===== src/rtl/multicycle_pkg.sv =====
// Shared definitions for the multicycle controller: state encoding, opcode
// constants and the mux/ALU select encodings used by the datapath.
package multicycle_pkg;

    localparam int OP_W = 6;

    typedef enum logic [3:0] {
        IDLE      = 4'd0,
        FETCH     = 4'd1,
        DECODE    = 4'd2,
        MEM_ADDR  = 4'd3,
        MEM_READ  = 4'd4,
        MEM_WB    = 4'd5,
        MEM_WRITE = 4'd6,
        EXECUTE   = 4'd7,
        R_WB      = 4'd8,
        BRANCH    = 4'd9,
        JUMP      = 4'd10,
        IMM_EXEC  = 4'd11,
        IMM_WB    = 4'd12
    } state_t;

    localparam logic [OP_W-1:0] R_TYPE = 6'b000000;
    localparam logic [OP_W-1:0] LW     = 6'b100011;
    localparam logic [OP_W-1:0] SW     = 6'b101011;
    localparam logic [OP_W-1:0] BEQ    = 6'b000100;
    localparam logic [OP_W-1:0] J      = 6'b000010;
    localparam logic [OP_W-1:0] ADDI   = 6'b001000;

    // PC source mux select
    localparam logic [1:0] PCSRC_ALU    = 2'b00;
    localparam logic [1:0] PCSRC_ALUOUT = 2'b01;
    localparam logic [1:0] PCSRC_JUMP   = 2'b10;

    // ALU operand B select
    localparam logic [1:0] SRCB_REG       = 2'b00;
    localparam logic [1:0] SRCB_FOUR      = 2'b01;
    localparam logic [1:0] SRCB_IMM       = 2'b10;
    localparam logic [1:0] SRCB_IMM_SHIFT = 2'b11;

    // ALU control request
    localparam logic [1:0] ALUOP_ADD   = 2'b00;
    localparam logic [1:0] ALUOP_SUB   = 2'b01;
    localparam logic [1:0] ALUOP_FUNCT = 2'b10;

    typedef struct packed {
        logic       pc_write;
        logic       pc_write_cond;
        logic [1:0] pc_source;
        logic       i_or_d;
        logic       mem_read;
        logic       mem_write;
        logic       ir_write;
        logic       reg_dst;
        logic       reg_write;
        logic       mem_to_reg;
        logic       alu_src_a;
        logic [1:0] alu_src_b;
        logic [1:0] alu_op;
    } ctrl_t;

    function automatic logic is_supported(input logic [OP_W-1:0] op);
        return op inside {R_TYPE, LW, SW, BEQ, J, ADDI};
    endfunction

    function automatic logic is_mem_op(input logic [OP_W-1:0] op);
        return (op == LW) || (op == SW);
    endfunction

endpackage


===== src/rtl/control_decode.sv =====
// Per-state control word decode. Purely combinational; FETCH is the only
// state whose outputs also depend on the memory handshake.
module control_decode
    import multicycle_pkg::*;
(
    input  state_t state,
    input  logic   mem_ready,
    output ctrl_t  ctrl
);

    // Map the current state (and MemReady during FETCH) to the control word
    always_comb begin
        ctrl = '0;
        case (state)
            FETCH: begin
                ctrl.mem_read  = 1'b1;
                ctrl.i_or_d    = 1'b0;
                ctrl.alu_src_a = 1'b0;
                ctrl.alu_src_b = SRCB_FOUR;
                ctrl.alu_op    = ALUOP_ADD;
                ctrl.pc_source = PCSRC_ALU;
                // Latch the instruction and advance PC only once the read lands
                ctrl.ir_write  = mem_ready;
                ctrl.pc_write  = mem_ready;
            end
            DECODE: begin
                // Branch target computed speculatively into the ALU register
                ctrl.alu_src_a = 1'b0;
                ctrl.alu_src_b = SRCB_IMM_SHIFT;
                ctrl.alu_op    = ALUOP_ADD;
            end
            MEM_ADDR: begin
                ctrl.alu_src_a = 1'b1;
                ctrl.alu_src_b = SRCB_IMM;
                ctrl.alu_op    = ALUOP_ADD;
            end
            MEM_READ: begin
                ctrl.mem_read = 1'b1;
                ctrl.i_or_d   = 1'b1;
            end
            MEM_WRITE: begin
                ctrl.mem_write = 1'b1;
                ctrl.i_or_d    = 1'b1;
            end
            MEM_WB: begin
                ctrl.reg_write  = 1'b1;
                ctrl.mem_to_reg = 1'b1;
                ctrl.reg_dst    = 1'b0;
            end
            EXECUTE: begin
                ctrl.alu_src_a = 1'b1;
                ctrl.alu_src_b = SRCB_REG;
                ctrl.alu_op    = ALUOP_FUNCT;
            end
            R_WB: begin
                ctrl.reg_write  = 1'b1;
                ctrl.reg_dst    = 1'b1;
                ctrl.mem_to_reg = 1'b0;
            end
            BRANCH: begin
                // PC update is qualified by Zero outside this block
                ctrl.alu_src_a     = 1'b1;
                ctrl.alu_src_b     = SRCB_REG;
                ctrl.alu_op        = ALUOP_SUB;
                ctrl.pc_write_cond = 1'b1;
                ctrl.pc_source     = PCSRC_ALUOUT;
            end
            JUMP: begin
                ctrl.pc_write  = 1'b1;
                ctrl.pc_source = PCSRC_JUMP;
            end
            IMM_EXEC: begin
                ctrl.alu_src_a = 1'b1;
                ctrl.alu_src_b = SRCB_IMM;
                ctrl.alu_op    = ALUOP_ADD;
            end
            IMM_WB: begin
                ctrl.reg_write  = 1'b1;
                ctrl.reg_dst    = 1'b0;
                ctrl.mem_to_reg = 1'b0;
            end
            default: ctrl = '0;
        endcase
    end

endmodule


===== src/rtl/multicycle_control.sv =====
// Multicycle CPU main controller: state register, next-state logic and
// illegal-opcode detection. Control outputs come from control_decode, so an
// asynchronous reset forces IDLE and therefore clears every strobe at once.
//
//  state     | meaning
//  ----------+-------------------------------------------------
//  IDLE      | post-reset, all outputs low
//  FETCH     | read instruction, PC+4 (waits for MemReady)
//  DECODE    | register read, branch target, opcode dispatch
//  MEM_ADDR  | effective address for lw/sw
//  MEM_READ  | data read (waits for MemReady)
//  MEM_WB    | load result into register file
//  MEM_WRITE | data write (waits for MemReady)
//  EXECUTE   | R-type ALU operation
//  R_WB      | R-type result into rd
//  BRANCH    | compare, conditional PC write
//  JUMP      | PC <= jump target
//  IMM_EXEC  | addi ALU operation
//  IMM_WB    | addi result into rt
module multicycle_control
    import multicycle_pkg::*;
#(
    parameter int OPCODE_WIDTH = 6
) (
    input  logic                    clk,
    input  logic                    rst_n,
    input  logic [OPCODE_WIDTH-1:0] Opcode,
    input  logic                    Zero,
    input  logic                    MemReady,
    output logic                    PCWrite,
    output logic                    PCWriteCond,
    output logic [1:0]              PCSource,
    output logic                    IorD,
    output logic                    MemRead,
    output logic                    MemWrite,
    output logic                    IRWrite,
    output logic                    RegDst,
    output logic                    RegWrite,
    output logic                    MemToReg,
    output logic                    ALUSrcA,
    output logic [1:0]              ALUSrcB,
    output logic [1:0]              ALUOp,
    output logic                    Illegal,
    output logic [3:0]              State
);

    state_t          state;
    ctrl_t           ctrl;
    logic [OP_W-1:0] opcode;

    assign opcode = OP_W'(Opcode);

    // State register and next-state selection
    always_ff @(posedge clk or negedge rst_n) begin
        if (!rst_n) begin
            state <= IDLE;
        end else begin
            case (state)
                IDLE:      state <= FETCH;
                FETCH:     if (MemReady) state <= DECODE;
                DECODE: begin
                    if (opcode == R_TYPE)     state <= EXECUTE;
                    else if (is_mem_op(opcode)) state <= MEM_ADDR;
                    else if (opcode == BEQ)   state <= BRANCH;
                    else if (opcode == J)     state <= JUMP;
                    else if (opcode == ADDI)  state <= IMM_EXEC;
                    else                      state <= FETCH;
                end
                // Opcode is stable here and is known to be lw or sw
                MEM_ADDR:  state <= (opcode == LW) ? MEM_READ : MEM_WRITE;
                MEM_READ:  if (MemReady) state <= MEM_WB;
                MEM_WRITE: if (MemReady) state <= FETCH;
                EXECUTE:   state <= R_WB;
                IMM_EXEC:  state <= IMM_WB;
                MEM_WB, R_WB, BRANCH, JUMP, IMM_WB: state <= FETCH;
                default:   state <= IDLE;
            endcase
        end
    end

    control_decode u_decode (
        .state     (state),
        .mem_ready (MemReady),
        .ctrl      (ctrl)
    );

    assign PCWrite     = ctrl.pc_write;
    assign PCWriteCond = ctrl.pc_write_cond;
    assign PCSource    = ctrl.pc_source;
    assign IorD        = ctrl.i_or_d;
    assign MemRead     = ctrl.mem_read;
    assign MemWrite    = ctrl.mem_write;
    assign IRWrite     = ctrl.ir_write;
    assign RegDst      = ctrl.reg_dst;
    assign RegWrite    = ctrl.reg_write;
    assign MemToReg    = ctrl.mem_to_reg;
    assign ALUSrcA     = ctrl.alu_src_a;
    assign ALUSrcB     = ctrl.alu_src_b;
    assign ALUOp       = ctrl.alu_op;

    // Illegal is only meaningful while the opcode is being dispatched
    assign Illegal = (state == DECODE) && !is_supported(opcode);
    assign State   = state;

    // The two PC write enables are mutually exclusive by construction
    a_pc_write_excl: assert property (@(posedge clk) disable iff (!rst_n)
        !(PCWrite && PCWriteCond));

    // Zero gates the PC externally; it must be a defined level when branching
    a_zero_known: assert property (@(posedge clk) disable iff (!rst_n)
        (state == BRANCH) |-> !$isunknown(Zero));

endmodule


===== config.mk =====
export PLATFORM = sky130hd
export DESIGN_NAME = multicycle_control
export DESIGN_NICKNAME = d
export VERILOG_FILES = /design/src/rtl/multicycle_pkg.sv /design/src/rtl/control_decode.sv /design/src/rtl/multicycle_control.sv
export SDC_FILE = /design/constraint.sdc
export NUM_CORES = 1
export LEC_CHECK = 0
export ABC_AREA = 1
export CAP_MARGIN = 20
export CORE_UTILIZATION = 40
export CTS_CLUSTER_SIZE = 30
export DETAILED_ROUTE_END_ITERATION = 16
export PLACE_DENSITY = 0.83
export SYNTH_ARGS = -nofsm -noshare
export SYNTH_HDL_FRONTEND = slang
export SYNTH_HIERARCHICAL = 1
export SYNTH_SLANG_ARGS = --single-unit

===== constraint.sdc =====
create_clock -name clk -period 2.8 [get_ports clk]
set_clock_uncertainty 0.15 [all_clocks]
set_input_delay 0.56 -clock clk [delete_from_list [all_inputs] [get_ports clk]]
set_output_delay 0.56 -clock clk [all_outputs]
set_load 0.01 [all_outputs]

==> impl_summary.txt <==
----------------------------------------------------
[Setup path]
  Crit path cell chain ... clkdlybuf4s50_1, nor2_1, nand3_1, nand2_1, nor4_2, dlygate4sd2_1
  Crit-path max FO ... 3
  Cell with the biggest individual delay on the critical path ... sky130_fd_sc_hd__clkdlybuf4s50_1
  Cell family with most CP delay ... buffers and inverters
  WP data arrival ... 1.88 ns
  Setup CP Type ... in2out
  Delay contributed by the slowest stage of the critical path ... 0.50 ns
  Endpoint kind of the worst setup timing path ... primary output
  Buf/Inv on CP ... 2
  Launching element type of the critical path ... primary input
  Required time worst endpoint ... 2.09 ns

[Yosys]
  Post-synth design cell area ... 549 sq um
  Most numerous cell types in the synthesized netlist ... 25 x sky130_fd_sc_hd__nand2_1, 15 x sky130_fd_sc_hd__nor2_1, 13 x sky130_fd_sc_hd__inv_1
  Cell type with the largest total area after synthesis ... sky130_fd_sc_hd__dfrtp_1
  Syn Area/Cell ... 5.66 sq um
  Instance count of the mapped netlist ... 97
  Syn. warnings ... 6
  Number of storage elements in the synthesis netlist ... 4
  Number of synthesized flops with an enable pin ... 0
  Syn Nets ... 107
  Leading post-synthesis cells by cell area ... sky130_fd_sc_hd__dfrtp_1 18%, sky130_fd_sc_hd__nand2_1 17%, sky130_fd_sc_hd__nor2_1 10%
  Main flop type after synthesis ... sky130_fd_sc_hd__dfrtp_1
  Number of different library cells in the post-synthesis netlist ... 23
  Most frequent cell after synthesis ... sky130_fd_sc_hd__nand2_1
  Proportion of synthesized chip area in sequential cells ... 18.2%
  Post-synth ARST share ... 100%
  Top-area cell type share of the netlist area ... 18.2%

[Floorplanning]
  Full die area ... 1530 sq um
  Core footprint ... 1190 sq um
  Number of rows created at floorplan ... 12
  Boundary pin count ... 31
  Width of the die ... 39.1 um
  Starting utilization of the core area ... 46.3%
  Vertical die dimension ... 39.1 um

[Flow run]
  Number of max-cap violations ... 0

[Detailed routing]
  Post-route ant nets ... 0
  Average detailed-routed wire length per instance ... 11.3 um
  Iter 0 DRT Violations ... 20
  Wire length reported by the detailed router ... 1.66 mm
  DRC Markers ... 0
  Total via count in the routed design ... 739
  Per-cell via count in the routed design ... 5.03
  Drt pass-1 iters ... 4

[Pwr]
  Internal power summed over all cells ... 417 uW
  Gate power share ... 74.4%
  Proportion of total power due to net switching ... 47.7%
  Clock network fraction of design power ... 9.0%
  Leak pwr ... 0.000463 uW
  Part of the total power dissipated in sequential elements ... 16.6%
  Worst voltage drop across the vdd grid ... 577 uV
  Total power per unit cell area ... 881 nW/um^2
  Power dissipated by switching net loads ... 380 uW

[Clock tree]
  Worst-skew pair later-pin latency ... 0.23 ns
  Cts hold-fix bufs ... 0
  Clock tree from TritonCTS ... done
  Sink count of the clock tree ... 4
  Clock-pin slew on the worst setup and hold paths ... 0.04 ns
  Inserted Clock Buffers ... 3
  Number of H-tree levels ... 1
  Post-CTS setup buffer count ... 0
  Number of buffers on the longest clock path ... 2
  CTS root buf ... sky130_fd_sc_hd__clkbuf_4

[Global route]
  GRT Overall Usage ... 26.6%
  Initial antenna violation count ... 0
  Number of global-route vias before repair ... 666
  GRT Residual Overflow ... 0
  First-pass GRT wire length ... 2.68 mm
  Maximum number of pins on one net before global-route repair ... 14

[Final layout]
  Largest register FFs ... 4
  Relative area change from synthesis to final layout ... 64.7%
  Fill cell total of the finished layout ... 105
  Number of diodes added for antenna fixing ... 0
  Final-stage net count ... 145
  Share of post-route cells with drive strength above 1 ... 19.5%
  Cell Count, Final, Fillers Out ... 147

[STA]
  Final worst setup slack ... 0.212 ns
  Setup repair after global routing missed its margin ... false
  Sum of negative setup slack ... 0 ns
  Tightest Pin Transition ... 0.400 ns
  Slew Limit Headroom ... 73.3%
  Max Clock Freq ... 0.386 GHz
  Final period util ... 92.4%
  Number of hold violations in the final report ... 0
  Max Slew Vio Count ... 0
  Setup violations, final ... 0
  Tightest hold margin ... 0.378 ns
  Minimum period implied by the final worst setup slack ... 2.59 ns

[Placed design]
  Half-perimeter wire length of the detailed placement result ... 1.22 mm
  Post-Place Worst Slack ... -0.0607 ns
  Cell total after placement ... 144
  GPL Wtd Cong ... 0.750
  Buffers added on ports ... 29

[Outcome]
  Outcome ... completed

[Worst hold path]
  Tightest Hold Check Type ... in2async

----------------------------------------------------
## layer usage
layer	up-vias	track usage (%)	share of wire [%]
met1	327	27.9	41
met5	-	0	0
met2	35	48.8	52
met3	0	6.94	7.2
met4	0	11.2	0
li1	377	-	-
## worst reg2reg max path: cells and delay by family (launching register included)
kind                   cells  cell delay, ns
AO/OA/AOI/OAI              1            0.05
flip-flops                 1            0.38
buffers and inverters      1            0.19
AND/OR/NAND/NOR            6            0.72
## cell usage in the layout (no fill, tap or decap), drive strengths merged
cell and n:
o21ai 7, o21bai 1, clkdlybuf4s50 28, inv 16, clkbuf 3, buf 6, nor4 1, nand4 1
and3 1, dlygate4sd2 1, o22ai 1, nand2 28, and2 1, dfrtp 4, a21oi 1, nor2 21
xor2 1, nand3 8, nor3 3
## per-stage QoR
stage / cell area (sq um) / utilization, % / power, uW
after floorplan: 549 / - / 469
after global placement: 883 / 74.5 / 707
after detailed placement: 883 / 74.5 / 720
after CTS: 905 / 76.3 / 799
after global routing: 905 / 76.3 / 862
final: 905 / 76.3 / 797
## power by group through the flow
stage	Sequential, uW	Combinational (uW)	Clock, uW
final	133	593	71.7
after global routing	138	648	76.4
after CTS	132	591	74.8
after detailed placement	132	588	0
after global placement	131	576	0
after floorplan	141	328	0
## kinds of logic after synthesis
group | Yosys count | share of synthesized area, %
AO/OA/AOI/OAI | 10 | 11.2
flip-flops | 4 | 18.2
buffers and inverters | 18 | 14.4
XOR/XNOR | 1 | 1.59
AND/OR/NAND/NOR | 64 | 54.7
## final timing paths
| kind | startpoint | end | slack [ns] | cells past startpoint |
|---|---|---|---|---|
| max in group asynchronous | rst_n | State[1]$_DFFE_PN0P_ | 1.95 | 1 |
| worst max register to register | State[0]$_DFFE_PN0P_ | State[0]$_DFFE_PN0P_ | 1.20 | 8 |
| worst min-delay path | rst_n | State[0]$_DFFE_PN0P_ | 0.38 | 1 |
| min in group clk | State[0]$_DFFE_PN0P_ | State[1]$_DFFE_PN0P_ | 0.47 | 3 |
| worst max-delay path | Opcode[1] | Illegal | 0.21 | 6 |
| worst min register to register | State[0]$_DFFE_PN0P_ | State[1]$_DFFE_PN0P_ | 0.47 | 3 |
## area by class of cell
| type | count | area [sq um] | share of cell area [%] |
|---|---|---|---|
| inverters | 16 | 60.1 | 6.64 |
| clock buffers | 3 | 22.5 | 2.49 |
| multi-input cells | 75 | 370 | 40.9 |
| repair buffers | 35 | 334 | 36.9 |
| well taps | 14 | 17.5 | 1.94 |
| flip-flops and latches | 4 | 100 | 11.1 |
## timing repair
action | CTS | global route
endpoints found under the setup margin | 1 | 0
endpoints found under the hold margin | 0 | 0
gates resized for setup | 1 | 0
No activity file was read; power rests on OpenSTA's default activity.
